File: config.mk
export PLATFORM = sky130hd
export DESIGN_NAME = imem_arbiter
export DESIGN_NICKNAME = d
export VERILOG_FILES = /design/src/rtl/imem_arbiter.sv
export SDC_FILE = /design/constraint.sdc
export NUM_CORES = 1
export LEC_CHECK = 0
export BUFFER_PORTS_ARGS = -buffer_cell sky130_fd_sc_hd__buf_2
export CAP_MARGIN = 40
export CORE_AREA = 5 5 115 117
export CTS_CLUSTER_SIZE = 28
export DETAILED_ROUTE_END_ITERATION = 10
export DIE_AREA = 0 0 120 122
export PLACE_DENSITY_LB_ADDON = 0.2
export SETUP_SLACK_MARGIN = 0.15
export SYNTH_ARGS = -nofsm -noshare
export SYNTH_HDL_FRONTEND = slang
export SYNTH_SLANG_ARGS = --single-unit
File: constraint.sdc
create_clock -name clk_i -period 1.6 [get_ports clk_i]
set_input_delay 0.16 -clock clk_i [delete_from_list [all_inputs] [get_ports clk_i]]
set_output_delay 0.16 -clock clk_i [all_outputs]
set_load 0.005 [all_outputs]
File: src/rtl/imem_arbiter.sv
// Purpose: two-port round-robin arbiter and sequencer for a 1-cycle-latency single-port instruction SRAM.
// Latency: a request accepted in cycle N returns its response in N+1 (read data or a zero write ack).
// Backpressure: a stalled response parks in a per-port one-entry buffer; that port is not granted until it drains.
//
// Ports:
//   clk_i, rst_i                 clock, synchronous active-high reset
//   mK_req_{valid,ready,we,addr,wdata}  per-port request channel (K = 0 fetch, 1 loader/debug)
//   mK_rsp_{valid,ready,rdata}          per-port response channel
//   mem_{en,we,addr,wdata}_o, mem_rdata_i   SRAM interface
// Optional: define IMEM_ARB_ADDR_CHK_EN to reject addresses beyond the SRAM (adds mK_rsp_err_o).

module imem_arbiter #(
  parameter int unsigned ADDR_WIDTH = 32,
  parameter int unsigned DATA_WIDTH = 32,
  parameter logic [31:0] SRAM_DEPTH = 32'h0000_4000
) (
  input  logic                  clk_i,
  input  logic                  rst_i,
  input  logic                  m0_req_valid_i,
  output logic                  m0_req_ready_o,
  input  logic                  m0_req_we_i,
  input  logic [ADDR_WIDTH-1:0] m0_req_addr_i,
  input  logic [DATA_WIDTH-1:0] m0_req_wdata_i,
  output logic                  m0_rsp_valid_o,
  input  logic                  m0_rsp_ready_i,
  output logic [DATA_WIDTH-1:0] m0_rsp_rdata_o,
`ifdef IMEM_ARB_ADDR_CHK_EN
  output logic                  m0_rsp_err_o,
`endif
  input  logic                  m1_req_valid_i,
  output logic                  m1_req_ready_o,
  input  logic                  m1_req_we_i,
  input  logic [ADDR_WIDTH-1:0] m1_req_addr_i,
  input  logic [DATA_WIDTH-1:0] m1_req_wdata_i,
  output logic                  m1_rsp_valid_o,
  input  logic                  m1_rsp_ready_i,
  output logic [DATA_WIDTH-1:0] m1_rsp_rdata_o,
`ifdef IMEM_ARB_ADDR_CHK_EN
  output logic                  m1_rsp_err_o,
`endif
  output logic                  mem_en_o,
  output logic                  mem_we_o,
  output logic [ADDR_WIDTH-1:0] mem_addr_o,
  output logic [DATA_WIDTH-1:0] mem_wdata_o,
  input  logic [DATA_WIDTH-1:0] mem_rdata_i
);

  // Per-port views of the request/response channels, indexed by port number.
  logic [1:0]            req_valid, req_we, rsp_ready;
  logic [ADDR_WIDTH-1:0] req_addr  [2];
  logic [DATA_WIDTH-1:0] req_wdata [2];

  assign req_valid    = {m1_req_valid_i, m0_req_valid_i};
  assign req_we       = {m1_req_we_i, m0_req_we_i};
  assign rsp_ready    = {m1_rsp_ready_i, m0_rsp_ready_i};
  assign req_addr[0]  = m0_req_addr_i;
  assign req_addr[1]  = m1_req_addr_i;
  assign req_wdata[0] = m0_req_wdata_i;
  assign req_wdata[1] = m1_req_wdata_i;

  // State: inflight = issued last cycle, buf = response parked under backpressure.
  logic [1:0]            inflight_q, inflight_d;
  logic [1:0]            inflight_we_q, inflight_we_d;
  logic [1:0]            buf_valid_q, buf_valid_d;
  logic [DATA_WIDTH-1:0] buf_data_q [2];
  logic [DATA_WIDTH-1:0] buf_data_d [2];
  logic                  rr_last_q, rr_last_d;

  logic [1:0]            eligible, grant, rsp_valid;
  logic                  win;
  logic                  in_range;
  logic [DATA_WIDTH-1:0] live_rdata [2];
  logic [DATA_WIDTH-1:0] rsp_rdata  [2];

`ifdef IMEM_ARB_ADDR_CHK_EN
  localparam logic [63:0] MAX_ADDR = 64'(SRAM_DEPTH) * 64'd4 - 64'd4;
  logic [1:0] inflight_err_q, inflight_err_d;
  logic [1:0] buf_err_q, buf_err_d;
  logic [1:0] live_err, rsp_err;

  assign in_range = (64'(req_addr[win]) <= MAX_ADDR);
`else
  assign in_range = 1'b1;
`endif

  always_comb begin
    // A port may issue only if its previous response is gone by the next edge,
    // so the single-entry buffer can never be asked to hold two responses.
    for (int k = 0; k < 2; k++) begin
      eligible[k] = !rst_i && req_valid[k] && !buf_valid_q[k] &&
                    (!inflight_q[k] || rsp_ready[k]);
    end
    // On a tie the port that did not win last time goes first.
    grant[0] = eligible[0] && (!eligible[1] || rr_last_q);
    grant[1] = eligible[1] && (!eligible[0] || !rr_last_q);
    win      = grant[1];

    mem_en_o    = (|grant) && in_range;
    mem_we_o    = mem_en_o ? req_we[win] : 1'b0;
    mem_addr_o  = mem_en_o ? req_addr[win] : '0;
    mem_wdata_o = mem_en_o ? req_wdata[win] : '0;

    inflight_d    = grant;
    inflight_we_d = grant & req_we;
    rr_last_d     = (|grant) ? grant[1] : rr_last_q;
`ifdef IMEM_ARB_ADDR_CHK_EN
    inflight_err_d = in_range ? 2'b00 : grant;
    buf_err_d      = buf_err_q;
`endif

    for (int k = 0; k < 2; k++) begin
      live_rdata[k] = inflight_we_q[k] ? '0 : mem_rdata_i;
`ifdef IMEM_ARB_ADDR_CHK_EN
      live_err[k] = inflight_err_q[k];
      if (inflight_err_q[k]) live_rdata[k] = DATA_WIDTH'(32'hDEAD_BEEF);
      rsp_err[k] = buf_valid_q[k] ? buf_err_q[k] : (inflight_q[k] & live_err[k]);
`endif
      rsp_valid[k] = inflight_q[k] | buf_valid_q[k];
      // Idle ports present zero rather than whatever the SRAM last returned.
      rsp_rdata[k] = buf_valid_q[k] ? buf_data_q[k] :
                     (inflight_q[k] ? live_rdata[k] : '0);

      buf_valid_d[k] = buf_valid_q[k];
      buf_data_d[k]  = buf_data_q[k];
      if (inflight_q[k] && !rsp_ready[k]) begin
        // SRAM output is only valid for one cycle: capture it now.
        buf_valid_d[k] = 1'b1;
        buf_data_d[k]  = live_rdata[k];
`ifdef IMEM_ARB_ADDR_CHK_EN
        buf_err_d[k]   = live_err[k];
`endif
      end else if (buf_valid_q[k] && rsp_ready[k]) begin
        buf_valid_d[k] = 1'b0;
      end
    end
  end

  always_ff @(posedge clk_i) begin
    if (rst_i) begin
      inflight_q    <= '0;
      inflight_we_q <= '0;
      buf_valid_q   <= '0;
      buf_data_q[0] <= '0;
      buf_data_q[1] <= '0;
      rr_last_q     <= 1'b1;
`ifdef IMEM_ARB_ADDR_CHK_EN
      inflight_err_q <= '0;
      buf_err_q      <= '0;
`endif
    end else begin
      inflight_q    <= inflight_d;
      inflight_we_q <= inflight_we_d;
      buf_valid_q   <= buf_valid_d;
      buf_data_q    <= buf_data_d;
      rr_last_q     <= rr_last_d;
`ifdef IMEM_ARB_ADDR_CHK_EN
      inflight_err_q <= inflight_err_d;
      buf_err_q      <= buf_err_d;
`endif
    end
  end

  assign m0_req_ready_o = grant[0];
  assign m1_req_ready_o = grant[1];
  assign m0_rsp_valid_o = rsp_valid[0];
  assign m1_rsp_valid_o = rsp_valid[1];
  assign m0_rsp_rdata_o = rsp_rdata[0];
  assign m1_rsp_rdata_o = rsp_rdata[1];
`ifdef IMEM_ARB_ADDR_CHK_EN
  assign m0_rsp_err_o = rsp_err[0];
  assign m1_rsp_err_o = rsp_err[1];
`endif

endmodule

After elaboration in Yosys (flattened, before gate mapping)
Cells that the tools add are included.
- register bits after elaboration: 71
- latch bits: 0
- memory bits (writable): 0
- bits in read-only memories: 0
- output and inout port bits: 134
- memories: 0
- $add $sub $neg: 0
- multipliers: 0
- divide/modulo/power cells: 0
- $lt $le $gt $ge: 2
- equality and inequality tests: 0
- shift-type cells: 0
- mux-type cells: 21
- bitwise operators: 4
- reduce and logical (&&, ||, !) cells: 29
- operators with widths (cell ; number):
    two-way mux 32 bit ; 14
    logical AND 1 bit ; 12
    zero test 1 bit ; 10
    two-way mux 1 bit ; 7
    logical OR 1 bit ; 4
    nonzero test 2 bit ; 2
    bitwise AND 2 bit ; 1
    >= comparator 2 bit (second input constant) ; 1
    < comparator 1 x 2 -> 1 bit (second input constant) ; 1
    NOT 1 -> 2 bit ; 1
    bitwise OR 1 bit ; 2
    OR reduction 2 bit ; 1

Logic depth before layout (Yosys ltp)
- depth after elaboration: 12
- gate-level depth with buffers: 7

Worst setup path before layout
Ideal clock, no wire load.
- path type: reg-to-output
- start point: reg buf_valid_q[1]
- end point: out mem_addr_o[23]
- data arrival time: 1.352 ns
- required time: 1.440 ns
- setup slack: 0.088 ns
- stages on the path, launching flop included: 8
- path through: dfxtp_1 buf_2 nand2b_4 o311a_1 buf_6 buf_6 a22oi_1 nor2_1
- longest elaborated chain between the ends: 9
- elaborated cells between the ends (all ways): 13
- classes of those cells: mux: 4; bitwise: 1; reduce/logical: 8
- RTL lines (item ; RTL line ; text):
    start, declared ; 64 ; logic [1:0] buf_valid_q, buf_valid_d;
    start signal, assigned ; 153 ; buf_valid_q <= buf_valid_d;
    zero test 1 bit (*) ; 90 ; eligible[k] = !rst_i && req_valid[k] && !buf_valid_q[k] &&
    logical AND 1 bit (*) (2 in a row) ; 90 ;
    logical AND 1 bit ; 95 ; grant[1] = eligible[1] && (!eligible[0] || !rr_last_q);
    NOT 1 -> 2 bit (implied by the code) ; 100 ; mem_addr_o = mem_en_o ? req_addr[win] : '0;
    two-way mux 32 bit (implied by the code) (3 in a row) ; 100 ;
    two-way mux 32 bit (*) ; 100 ;
    end, declared ; 43 ; output logic [ADDR_WIDTH-1:0] mem_addr_o,
Every way passes the cells marked *; elsewhere a longest branch is shown, timed or not. The select of a mux whose other input is x is not followed.

Final worst setup path
- start point: reg buf_valid_q[1]
- end point: out mem_addr_o[7]
Same word-level chain as after synthesis.

==> impl_metrics.env <==
export IMPL_outcome="finished with violations"
export IMPL_violations="negative setup slack"
export IMPL_dieWidth_um=120
export IMPL_syn_num_nets=714
export IMPL_synth_seq_cells=71
export IMPL_core_area_um2=12300
export IMPL_vdd_ir_drop_worst_v=0.000540
export IMPL_grt_ovfl_total=0
export IMPL_first_pass_iters=5
export IMPL_clk_insertion_delay_late_ns=0.33
export IMPL_grt_pass1_wl_mm=30.6
export IMPL_crit_path_max_incr_delay_ns=0.32
export IMPL_clkPwrFrac=0.373
export IMPL_h_tree_depth=3
export IMPL_cts_tree="built"
export IMPL_wirelength_mm=21.1
export IMPL_arrival_ns=1.89
export IMPL_yosysSeqAreaShare=0.322
export IMPL_fin_util=0.614
export IMPL_finalClockSkew_ns=0.00544
export IMPL_power_density_nw_per_um2=776
export IMPL_pin_count=302
export IMPL_final_fill_count=1066
export IMPL_path_class="reg -> out"
export IMPL_end_kind="output pin"
export IMPL_avgViaCountPerCell=5.47
export IMPL_port_buffers=301
export IMPL_setup_ws_ns=-0.452
export IMPL_p_switching_uw=1620
export IMPL_relSlewSlack=0.678
export IMPL_dpl_instance_area_um2=6180
export IMPL_p_seq_frac=0.319
export IMPL_rsz0062_at_grt="true"
export IMPL_syn_avg_cell_area_um2=8.08
export IMPL_drc=0
export IMPL_fin_setup_tns_ns=-41.49
export IMPL_crit_path_max_fanout=8
export IMPL_cts_sinks=71
export IMPL_drive_above_1_share=0.551
export IMPL_initial_core_util=0.360
export IMPL_maxSlewViolCount=0
export IMPL_synthCells=546
export IMPL_synthesis_area_um2=4410
export IMPL_die_area_um2=14600
export IMPL_fin_nets=1030
export IMPL_grt_max_degree=45
export IMPL_dieHeight_um=122
export IMPL_rr_endpoint="inflight_we_q[1]"
export IMPL_holdCritStartpoint="m0_rsp_ready_i"
export IMPL_period_needed_ns=2.05
export IMPL_cts_buffers=9
export IMPL_p_sw_frac=0.278
export IMPL_clk_pin_slew_ns=0.06
export IMPL_setup_violations=131
export IMPL_r2r_start="buf_valid_q[1]"
export IMPL_drtIter0Drc=403
export IMPL_drv_cap=0
export IMPL_synthDistinctLibCells=21
export IMPL_clock_fmax_ghz=0.487
export IMPL_min_path_type="in -> reg"
export IMPL_path_cells="nand2b_4 > a311oi_4 > buf_4 > buf_12 > clkbuf_16 > a22oi_2 > nor2_1 > buf_2"
export IMPL_cts_root_buffer="clkbuf_16"
export IMPL_ys_warn_count=0
export IMPL_hold_path_depth=2
export IMPL_gp_congestion=0.951
export IMPL_dp_hpwl_mm=13.8
export IMPL_hold_viol=0
export IMPL_p_int_uw=4220
export IMPL_worst_setup_path_start_kind="flip-flop"
export IMPL_power_frac_comb=0.308
export IMPL_worst_slew_pin_slew_ns=0.482
export IMPL_r2r_worst_path_cells=7
export IMPL_post_drt_wl_per_cell_um=20.7
export IMPL_antenna_found_initial=4
export IMPL_hold_end="buf_valid_q[0]"
export IMPL_grt_pass1_vias=5669
export IMPL_reg2reg_slack_ns=0.08
export IMPL_multi_input_area_um2=2980
export IMPL_clockBufferDepth=2
export IMPL_vias=5571
export IMPL_area_growth_pct=70.5
export IMPL_seq_area_um2=1430
export IMPL_power_leakage_uw=0.00353
export IMPL_rows=41
export IMPL_required_ns=1.44
export IMPL_design_area_um2=7520
export IMPL_grt_usage=0.267
export IMPL_mostFrequentLayoutCells="buf_2 (296), nor2_1 (124), dfxtp_1 (68), a22o_1 (64), a21oi_1 (62)"
export IMPL_period_share=1.28
export IMPL_ant_nets=0
export IMPL_slowest_stage="dfxtp_2"
export IMPL_final_common_cell="buf_2"
[flip-flops by register name, indices dropped and copies added (netlist names)]
name and flops:
buf_valid_q 2, buf_data_q 64, rr_last_q 1, inflight_we_q 2, inflight_q 2
[final cells by class]
| type | count | area share |
|---|---|---|
| clock buffer | 13 | 0.0346 |
| sequential | 71 | 0.190 |
| tap | 150 | 0.0249 |
| multi-input combinational | 410 | 0.396 |
| antenna | 1 | 0.000333 |
| timing repair buffer | 370 | 0.345 |
| clock inverter | 3 | 0.00865 |
[kinds of logic after synthesis]
logic type,Yosys count,share of synthesized area
compound gates,197,0.354
buf+inv,65,0.0745
flops,71,0.322
simple gates,213,0.249
[per-stage QoR]
stage	total power [µW]	worst slack, ns	instances	hold WS (ns)
6_report	5840	-0.452	1018	0.0313
5_1_grt	6090	-0.548	1018	0.0249
4_1_cts	5710	-0.368	1003	0.00910
3_5_place_dp	3280	-0.0882	967	0.357
3_3_place_gp	3250	-0.0435	967	0.358
2_1_floorplan	2610	0.101	546	0.236
[worst max-delay path by stage]
stage                         from              to  slack, ns  depth (start not counted)
global route        buf_valid_q[1]   mem_addr_o[7]      -0.55                          8
floorplan           buf_valid_q[1]  mem_addr_o[23]       0.10                          7
detailed placement   inflight_q[1]  mem_addr_o[26]      -0.09                          6
finish              buf_valid_q[1]   mem_addr_o[7]      -0.45                          8
global placement     inflight_q[1]  mem_addr_o[26]      -0.04                          6
CTS                  inflight_q[1]   mem_addr_o[0]      -0.37                          7
[critical path: cells and delay by family (launching register included)]
| kind | cells | cell delay, ns |
|---|---|---|
| buffers and inverters | 4 | 0.61 |
| AOI/OAI and AO/OA | 2 | 0.36 |
| DFF | 1 | 0.32 |
| and+or+nand+nor | 2 | 0.26 |
[layer usage]
layer,track usage,vias up,part of all wire
li1,-,2632,-
met1,0.283,2657,0.35
met2,0.492,237,0.53
met3,0.0743,39,0.083
met4,0.120,6,0.031
met5,0,-,0.0013
[power by group through the flow]
stage,combinational [µW],clock [µW],sequential [µW]
2_1_floorplan,720,0,1890
5_1_grt,1920,2300,1870
3_3_place_gp,1360,0,1890
3_5_place_dp,1380,0,1900
4_1_cts,1620,2220,1860
6_report,1800,2180,1860
[synthesized netlist by cell type]
| cell | count | share of area |
|---|---|---|
| a211o_1 | 1 | 0.0020 |
| a21oi_1 | 65 | 0.074 |
| a22o_1 | 64 | 0.13 |
| a22oi_1 | 36 | 0.061 |
| a22oi_2 | 29 | 0.082 |
| a311oi_4 | 1 | 0.0060 |
| and2_1 | 2 | 0.0028 |
| buf_1 | 8 | 0.0068 |
| buf_2 | 14 | 0.016 |
| buf_6 | 9 | 0.023 |
| clkbuf_1 | 34 | 0.029 |
| dfxtp_1 | 71 | 0.32 |
| nand2_1 | 1 | 0.00085 |
| nand2b_1 | 3 | 0.0043 |
| nand2b_4 | 1 | 0.0031 |
| nor2_1 | 130 | 0.11 |
| nor2b_1 | 5 | 0.0071 |
| nor2b_2 | 1 | 0.0020 |
| nor3b_1 | 68 | 0.12 |
| o311a_1 | 1 | 0.0023 |
| or2_2 | 2 | 0.0028 |
[timing repair]
| action | CTS | global route |
|---|---|---|
| gates cloned | 12 | 7 |
| setup endpoints to repair | 136 | 153 |
| gates resized for setup | 56 | 59 |
| hold buffers | 0 | 0 |
| pin swaps | 36 | 84 |
| setup buffers | 8 | 10 |
(Power assumes the default switching activity.)
